===== config.mk =====
export PLATFORM = sky130hd
export DESIGN_NAME = display_scan
export DESIGN_NICKNAME = d
export VERILOG_FILES = /design/src/rtl/display_scan.sv
export SDC_FILE = /design/constraint.sdc
export NUM_CORES = 1
export LEC_CHECK = 0
export ABC_AREA = 1
export CAP_MARGIN = 20
export CORE_UTILIZATION = 31
export DETAILED_ROUTE_END_ITERATION = 12
export PLACE_DENSITY = 0.56
export SYNTH_ARGS = -nofsm -noshare
export SYNTH_HDL_FRONTEND = slang
export SYNTH_SLANG_ARGS = --single-unit

===== constraint.sdc =====
create_clock -name clk -period 1.9 [get_ports clk]
set_input_delay 0.19 -clock clk [delete_from_list [all_inputs] [get_ports clk]]
set_output_delay 0.19 -clock clk [all_outputs]
set_load 0.02 [all_outputs]

===== src/rtl/display_scan.sv =====
// Four-digit multiplexed seven-segment driver for a signed XX.X value.
// New values are staged in a pending register and only go live on a frame boundary.
module display_scan #(
    parameter int DIV = 50000
) (
    input  logic       clk,
    input  logic       rst_n,
    input  logic       load,
    input  logic       neg,
    input  logic [3:0] int_hi,
    input  logic [3:0] int_lo,
    input  logic [3:0] frac,
    output logic [3:0] an,
    output logic [6:0] seg,
    output logic       dp,
    output logic       frame
);
    localparam int PW = (DIV > 2) ? $clog2(DIV) : 1;
    localparam logic [PW-1:0] LAST = PW'(DIV - 1);

    localparam logic [6:0] SEG_BLANK = 7'b1111111;
    localparam logic [6:0] SEG_MINUS = 7'b0111111;

    logic [PW-1:0] cnt;
    logic [1:0]    slot;
    logic          tick;
    logic          wrap;

    logic       pend_flag;
    logic       pend_neg;
    logic [3:0] pend_hi, pend_lo, pend_frac;
    logic       act_neg;
    logic [3:0] act_hi, act_lo, act_frac;

    logic [3:0] nxt_an;
    logic [6:0] nxt_seg;
    logic       nxt_dp;

    function automatic logic [6:0] decode(input logic [3:0] d);
        case (d)
            4'd0:    decode = 7'b1000000;
            4'd1:    decode = 7'b1111001;
            4'd2:    decode = 7'b0100100;
            4'd3:    decode = 7'b0110000;
            4'd4:    decode = 7'b0011001;
            4'd5:    decode = 7'b0010010;
            4'd6:    decode = 7'b0000010;
            4'd7:    decode = 7'b1111000;
            4'd8:    decode = 7'b0000000;
            4'd9:    decode = 7'b0010000;
            default: decode = 7'b0000110;
        endcase
    endfunction

    assign tick = (cnt == LAST);
    assign wrap = tick && (slot == 2'd3);

    always_ff @(posedge clk or negedge rst_n) begin
        if (!rst_n) begin
            cnt   <= '0;
            slot  <= 2'd0;
            frame <= 1'b0;
        end else begin
            cnt   <= tick ? '0 : cnt + 1'b1;
            slot  <= tick ? slot + 2'd1 : slot;
            frame <= wrap;
        end
    end

    // A load landing on the wrap tick bypasses pending so it is not lost for a whole frame.
    always_ff @(posedge clk or negedge rst_n) begin
        if (!rst_n) begin
            pend_flag <= 1'b0;
            pend_neg  <= 1'b0;
            pend_hi   <= '0;
            pend_lo   <= '0;
            pend_frac <= '0;
            act_neg   <= 1'b0;
            act_hi    <= '0;
            act_lo    <= '0;
            act_frac  <= '0;
        end else if (load && wrap) begin
            act_neg   <= neg;
            act_hi    <= int_hi;
            act_lo    <= int_lo;
            act_frac  <= frac;
            pend_flag <= 1'b0;
        end else begin
            if (wrap && pend_flag) begin
                act_neg  <= pend_neg;
                act_hi   <= pend_hi;
                act_lo   <= pend_lo;
                act_frac <= pend_frac;
            end
            if (load) begin
                pend_neg  <= neg;
                pend_hi   <= int_hi;
                pend_lo   <= int_lo;
                pend_frac <= frac;
                pend_flag <= 1'b1;
            end else if (wrap) begin
                pend_flag <= 1'b0;
            end
        end
    end

    always_comb begin
        nxt_an  = ~(4'b0001 << slot);
        nxt_seg = SEG_BLANK;
        nxt_dp  = 1'b1;
        case (slot)
            2'd0: nxt_seg = decode(act_frac);
            2'd1: begin
                nxt_seg = decode(act_lo);
                nxt_dp  = 1'b0;
            end
            2'd2: nxt_seg = (act_hi == 4'd0) ? SEG_BLANK : decode(act_hi);
            default: nxt_seg = act_neg ? SEG_MINUS : SEG_BLANK;
        endcase
    end

    always_ff @(posedge clk or negedge rst_n) begin
        if (!rst_n) begin
            an  <= 4'b1111;
            seg <= SEG_BLANK;
            dp  <= 1'b1;
        end else begin
            an  <= nxt_an;
            seg <= nxt_seg;
            dp  <= nxt_dp;
        end
    end
endmodule


==> results of run 1 <==
metal layers:
| layer | global-route usage (%) | up-vias | part of all wire (%) |
|---|---|---|---|
| li1 | - | 1364 | - |
| met1 | 18.1 | 1210 | 52 |
| met2 | 20.4 | 48 | 43 |
| met3 | 3.13 | 6 | 3.7 |
| met4 | 6.02 | 0 | 1.2 |
| met5 | 0 | - | 0 |
what timing repair did:
item | in CTS | in global routing
gates resized for setup | 0 | 1
endpoints found under the hold margin | 10 | 0
hold buffers | 1 | 0
endpoints found under the setup margin | 0 | 2
stage by stage:
step           instances  hold WS [ns]  total power [mW]
6_report             591         0.345              2.54
5_1_grt              591         0.367              2.66
4_1_cts              591         0.326              2.59
3_5_place_dp         574         0.188              1.41
3_3_place_gp         574         0.185              1.41
2_1_floorplan        415        -0.106              1.33
final cells by class:
cell class                 instances  area, sq um  area share [%]
inverter                          63          236            6.07
timing repair buffer              33          328            8.42
clock buffer                       9          124            3.18
sequential                        57         1440            37.0
multi-input combinational        286         1520            39.0
tap                              136          170            4.37
clock inverter                     7         78.8            2.02
cell usage after synthesis, types with 2 or more instances:
| library cell | count | share of area [%] |
|---|---|---|
| a21boi_0 | 2 | 0.46 |
| a21oi_1 | 7 | 1.1 |
| buf_2 | 4 | 0.62 |
| buf_6 | 2 | 0.69 |
| clkbuf_1 | 2 | 0.23 |
| dfrtp_1 | 46 | 35 |
| dfstp_2 | 11 | 8.9 |
| ha_1 | 23 | 8.9 |
| inv_1 | 63 | 7.3 |
| nand2_1 | 121 | 14 |
| nand3_1 | 34 | 5.2 |
| nand4_1 | 4 | 0.77 |
| nor2_1 | 47 | 5.4 |
| nor2_4 | 2 | 0.69 |
| nor3_1 | 5 | 0.77 |
| nor3b_1 | 2 | 0.46 |
| o2111ai_1 | 4 | 1.1 |
| o211ai_1 | 2 | 0.46 |
| o21ai_0 | 14 | 2.2 |
| o21bai_1 | 2 | 0.46 |
| or2_2 | 2 | 0.38 |
| xor2_1 | 6 | 1.6 |
cells by family (layout without fill, tap and decap cells):
logic type / count (synthesis) / in the layout / share of synthesized area (%)
AOI/OAI and AO/OA: 34 / 34 / 6.39
adders and majority gates: 23 / 23 / 8.86
buffers and inverters: 72 / 112 / 9.05
DFF: 57 / 57 / 44.3
and+or+nand+nor: 223 / 223 / 29.8
xor gates and xnor gates: 6 / 6 / 1.62
sequential cells by signal (all words and copies together), names as in the netlist:
signal     count
pend_lo        4
act_lo         4
frame          1
pend_frac      4
an             4
seg            7
slot           2
act_neg        1
cnt           16
act_frac       4
act_hi         4
pend_neg       1
pend_hi        4
pend_flag      1
power breakdown:
| part | switching (mW) | internal, mW | leakage, nW |
|---|---|---|---|
| sequential | 0.0122 | 1.24 | 0.713 |
| clock | 0.539 | 0.615 | 0.0925 |
| combinational | 0.0765 | 0.0581 | 1.21 |
| total | 0.628 | 1.91 | 2.02 |
worst max path at each step:
stage,slack (ns),end,from,cells after the start
global placement,0.22,slot[1]$_DFFE_PN0N_,cnt[0]$_DFF_PN0_,6
floorplan,0.44,pend_frac[0]$_DFFE_PN0P_,cnt[0]$_DFF_PN0_,7
detailed placement,0.19,act_lo[3]$_DFFE_PN0P_,load,6
CTS,0.17,act_neg$_DFFE_PN0P_,cnt[0]$_DFF_PN0_,7
finish,0.19,act_neg$_DFFE_PN0P_,cnt[0]$_DFF_PN0_,7
global route,-0.006,act_frac[1]$_DFFE_PN0P_,cnt[0]$_DFF_PN0_,7
==> results.cfg, run 1 <==
[run_status]
status = complete, no violations

[global_route]
grt_start_max_net_pins = 38
grt_util_all_layers_pct = 13.5
antenna_found_initial = 0
first_global_vias = 2534
gr-total-overflow = 0
grt_pass1_wl_um = 11700

[timing]
hold_viol = 0
fin_tns_setup_ns = 0
finClkSkew_ns = 0.0165
finalCriticalPeriod_ns = 1.71
slew_viol_final = 0
fin_ws_ns = 0.186
setup_violations = 0
fmax_ghz = 0.583
tightestPinTransition_ns = 0.513
rsz0062_at_grt = true
slew_headroom_pct = 65.8
fin_crit_sh_pct = 90.2

[placed_design]
placed_area_sq_um = 3680
port_buffers = 28
dp_slack_ns = 0.193
gp_congestion = 0.794
dp_hpwl_um = 5010

[setup_path]
worstPathRequired_ns = 2.19
start_kind = flop
ff2ff_setup_slack_ns = 0.19
crit_buf_inv = 0
worstSetupPathType = reg2reg
r2r_cells = 7
worstPathCellList = ha_1 -> nand3_1 -> nor2_4 -> nand4_4 -> nor2_1 -> nand2_1 -> nand2_1
worstReg2RegStart = cnt[0]$_DFF_PN0_
critPathTopFamily = simple AND/OR/NAND/NOR gates
end_kind = flop
cp_slowest_cell = dfrtp_1
r2r_end = act_neg$_DFFE_PN0P_
cp.arrival_ns = 2.00
worstPathMaxFanout = 26
crit_path_frequent_cell = nand2_1
slowest_delay_ns = 0.36

[hold_path]
hold_path.class = in2async

[final_layout]
final_cell_mix = 121 x nand2_1, 63 x inv_1, 46 x nor2_1, 46 x dfrtp_1, 34 x nand3_1
n_antenna_cell = 0
final_util_pct = 38.1
fillers = 1055
layout_commonest_cell = nand2_1
area_growth_pct = 19.9
nets = 489
design_area_sq_um = 3890
drive_gt1_share_pct = 9.23

[route]
drcViolationCount = 0
totalWireLength_um = 6720
ant_nets = 0
dr_total_vias = 2628
avgViaCountPerCell = 4.45
dr.pass1.iters = 5
drtIter0Drc = 150
wire_per_inst_um = 11.4

[clocking]
worst_skew_pair.late_latency_ns = 0.34
htree_levels = 3
cts_tree = yes
cts.reportedPaths.clkPinSlew_ns = 0.08
root_buffer = clkbuf_8
cts.sink_count = 57
cts_buffer_depth = 2
cts_setup_buffers = 0
cts_made_buffers = 9

[logic_synthesis]
synth_area_sq_um = 3250
ys.warnings.count = 0
synth-edff-count = 0
syn_area_per_cell_sq_um = 7.83
synth_seq_cells = 57
seq_area_frac_synth_pct = 44.3
synth_ff_type = dfrtp_1
synthCells = 415
synth_fp_nets = 454
synth_cell_types = 32
async_flop_share_pct = 100

[floorplanning]
fp.dieArea_sq_um = 10900
rows = 37
design.core.area_sq_um = 10200
start_util_pct = 31.8
die_x_um = 104
die_h_um = 104
ioPinCount = 29

[power]
p_per_area_nw_per_um2 = 652
irDropWorstVdd_uv = 401
leakage_nw = 2.02

[job]
max_cap_violations = 0
No activity file was read; power rests on OpenSTA's default activity.
==> inputs of run 2 (changes only) <==
--- a/config.mk
+++ b/config.mk
@@ -7,6 +7,7 @@
 export LEC_CHECK = 0
 export ABC_AREA = 1
 export CAP_MARGIN = 20
+export CORE_ASPECT_RATIO = 1.2
 export CORE_UTILIZATION = 31
 export DETAILED_ROUTE_END_ITERATION = 12
 export PLACE_DENSITY = 0.56
==> run 2 against run 1 <==
Clock power up 41%. Routed wire length grew 0.66%. Final cell count down 1.7%. Critical path depth unchanged. Count of clock-buffer cells in the layout up 3. Non-clock buffer count is 1 higher. Setup slack improved by 0.0063 ns. Core utilization grew 1.3 points. Global-route usage increased by 0.75 points. First-iteration DRC count fell by 30%. Design area up 2.3%. Sequential power is essentially flat. Largest power group is now clock.
==> results.cfg, run 2 (synthesis results as in run 1) <==
[run_status]
status = complete, no violations

[route]
dr.pass1.iters = 4
avgViaCountPerCell = 4.55
dr_total_vias = 2644
totalWireLength_um = 6760
wire_per_inst_um = 11.6
ant_nets = 0
drtIter0Drc = 105
drcViolationCount = 0

[placed_design]
dp_hpwl_um = 4910
dp.cells = 565
port_buffers = 28
dp_slack_ns = 0.182
gp_congestion = 0.821

[global_route]
grt_util_met1_pct = 18.2
gr-usage-met3_pct = 2.52
gr-max-usage-layer = met2
first_global_vias = 2544
met2_usage_pct = 21.4
grt_start_max_net_pins = 36
grt_pass1_wl_um = 11700
antenna_found_initial = 0
gr-total-overflow = 0
grt_util_all_layers_pct = 14.2

[final_layout]
area_growth_pct = 22.6
drive_gt1_share_pct = 9.01
n_antenna_cell = 0
layout_commonest_cell = nand2_1
nets = 490
final_cell_mix = 121 x nand2_1, 63 x inv_1, 46 x nor2_1, 46 x dfrtp_1, 34 x nand3_1
fillers = 1062
top_register = cnt
largest_reg_flops = 16
largestRegisters = cnt: 16 flops, seg: 7 flops
final_cells = 581
final_util_pct = 39.4

[timing]
timing.hold.ws_ns = 0.373
slew_viol_final = 0
finClkSkew_ns = 0.0102
hold_viol = 0
slew_headroom_pct = 64.5
fin_crit_sh_pct = 89.9
fin_ws_ns = 0.192
setup_violations = 0
finalCriticalPeriod_ns = 1.71
rsz0062_at_grt = true
tightestPinTransition_ns = 0.532
fmax_ghz = 0.586

[setup_path]
worstSetupPathType = reg2reg
worstPathRequired_ns = 2.18
worstPathMaxFanout = 26
cp.arrival_ns = 1.98
ff2ff_setup_slack_ns = 0.19
r2r_cells = 7
start_kind = flop
r2r_end = act_lo[0]$_DFFE_PN0P_
worstReg2RegStart = cnt[0]$_DFF_PN0_
end_kind = flop

[power]
leakage_nw = 2.09
p_per_area_nw_per_um2 = 756
total_power_mw = 3.01
irDropWorstVdd_uv = 425

[clocking]
cts.reportedPaths.clkPinSlew_ns = 0.05
worst_skew_pair.late_latency_ns = 0.34
root_buffer = clkbuf_16
cts.sink_count = 57
cts_made_buffers = 9
cts_tree = yes
htree_levels = 3
cts_buffer_depth = 2

[floorplanning]
design.core.area_sq_um = 10100
start_util_pct = 32.1
die_h_um = 114
fp.dieArea_sq_um = 10900
die_x_um = 95.5
rows = 40
ioPinCount = 29

[hold_path]
hold_path.class = in2async

[job]
max_cap_violations = 0
run 2: changes by cell type in the layout (fill, tap and decap cells not counted), sizes merged:
cell      change
buf           +1
inv           -2
clkinvlp      -3
clkbuf        +3
clkinv        +1
run 2: per-layer routing:
layer  routed length, um  share of wire, %  vias to the layer above
li1                    -                 -                     1366
met2                3030                45                       55
met1                3240                48                     1210
met5                   0                 0                        -
met3                 253               3.7                       13
met4                 231               3.4                        0
run 2: timing repair:
action / in CTS / in global routing
endpoints found under the setup margin: 0 / 1
gates resized for setup: 0 / 1
hold buffers: 1 / 0
endpoints found under the hold margin: 11 / 0
setup buffers: 0 / 0
run 2: area by class of cell:
class	instances	area (sq um)	share of cell area, %
inverter	63	236	5.94
sequential	57	1440	36.1
clock inverter	3	40.0	1.01
clock buffer	12	256	6.44
multi-input combinational	286	1520	38.1
timing repair buffer	34	335	8.42
tap	126	158	3.96
run 2: worst max path at each step:
stage	start	endpoint	slack [ns]	depth (start not counted)
5_1_grt	cnt[0]$_DFF_PN0_	act_hi[1]$_DFFE_PN0P_	-0.007	7
6_report	cnt[0]$_DFF_PN0_	act_lo[0]$_DFFE_PN0P_	0.19	7
4_1_cts	cnt[0]$_DFF_PN0_	act_lo[0]$_DFFE_PN0P_	0.17	7
3_3_place_gp	cnt[0]$_DFF_PN0_	slot[1]$_DFFE_PN0N_	0.24	6
3_5_place_dp	cnt[0]$_DFF_PN0_	act_lo[0]$_DFFE_PN0P_	0.18	7
2_1_floorplan	cnt[0]$_DFF_PN0_	pend_frac[0]$_DFFE_PN0P_	0.44	7
run 2: per-stage QoR:
| step | TNS (ns) | area [sq um] |
|---|---|---|
| 2_1_floorplan | 0 | 3250 |
| 3_3_place_gp | 0 | 3670 |
| 3_5_place_dp | 0 | 3670 |
| 4_1_cts | 0 | 3980 |
| 5_1_grt | -0.00665 | 3980 |
| 6_report | 0 | 3980 |
run 2: power by group:
group | total [mW] | switching (mW) | leakage, nW | internal (mW)
registers | 1.25 | 0.0123 | 0.713 | 1.24
clock network | 1.62 | 0.548 | 0.148 | 1.07
logic | 0.136 | 0.0766 | 1.23 | 0.0595
run 2: worst max-delay path, stage by stage (launching register included):
cell     delay [ns]
dfrtp_1        0.36
ha_1           0.21
nand3_1        0.18
nor2_4         0.22
nand4_4        0.35
nor2_1         0.20
nand2_1        0.08
nand2_1        0.06
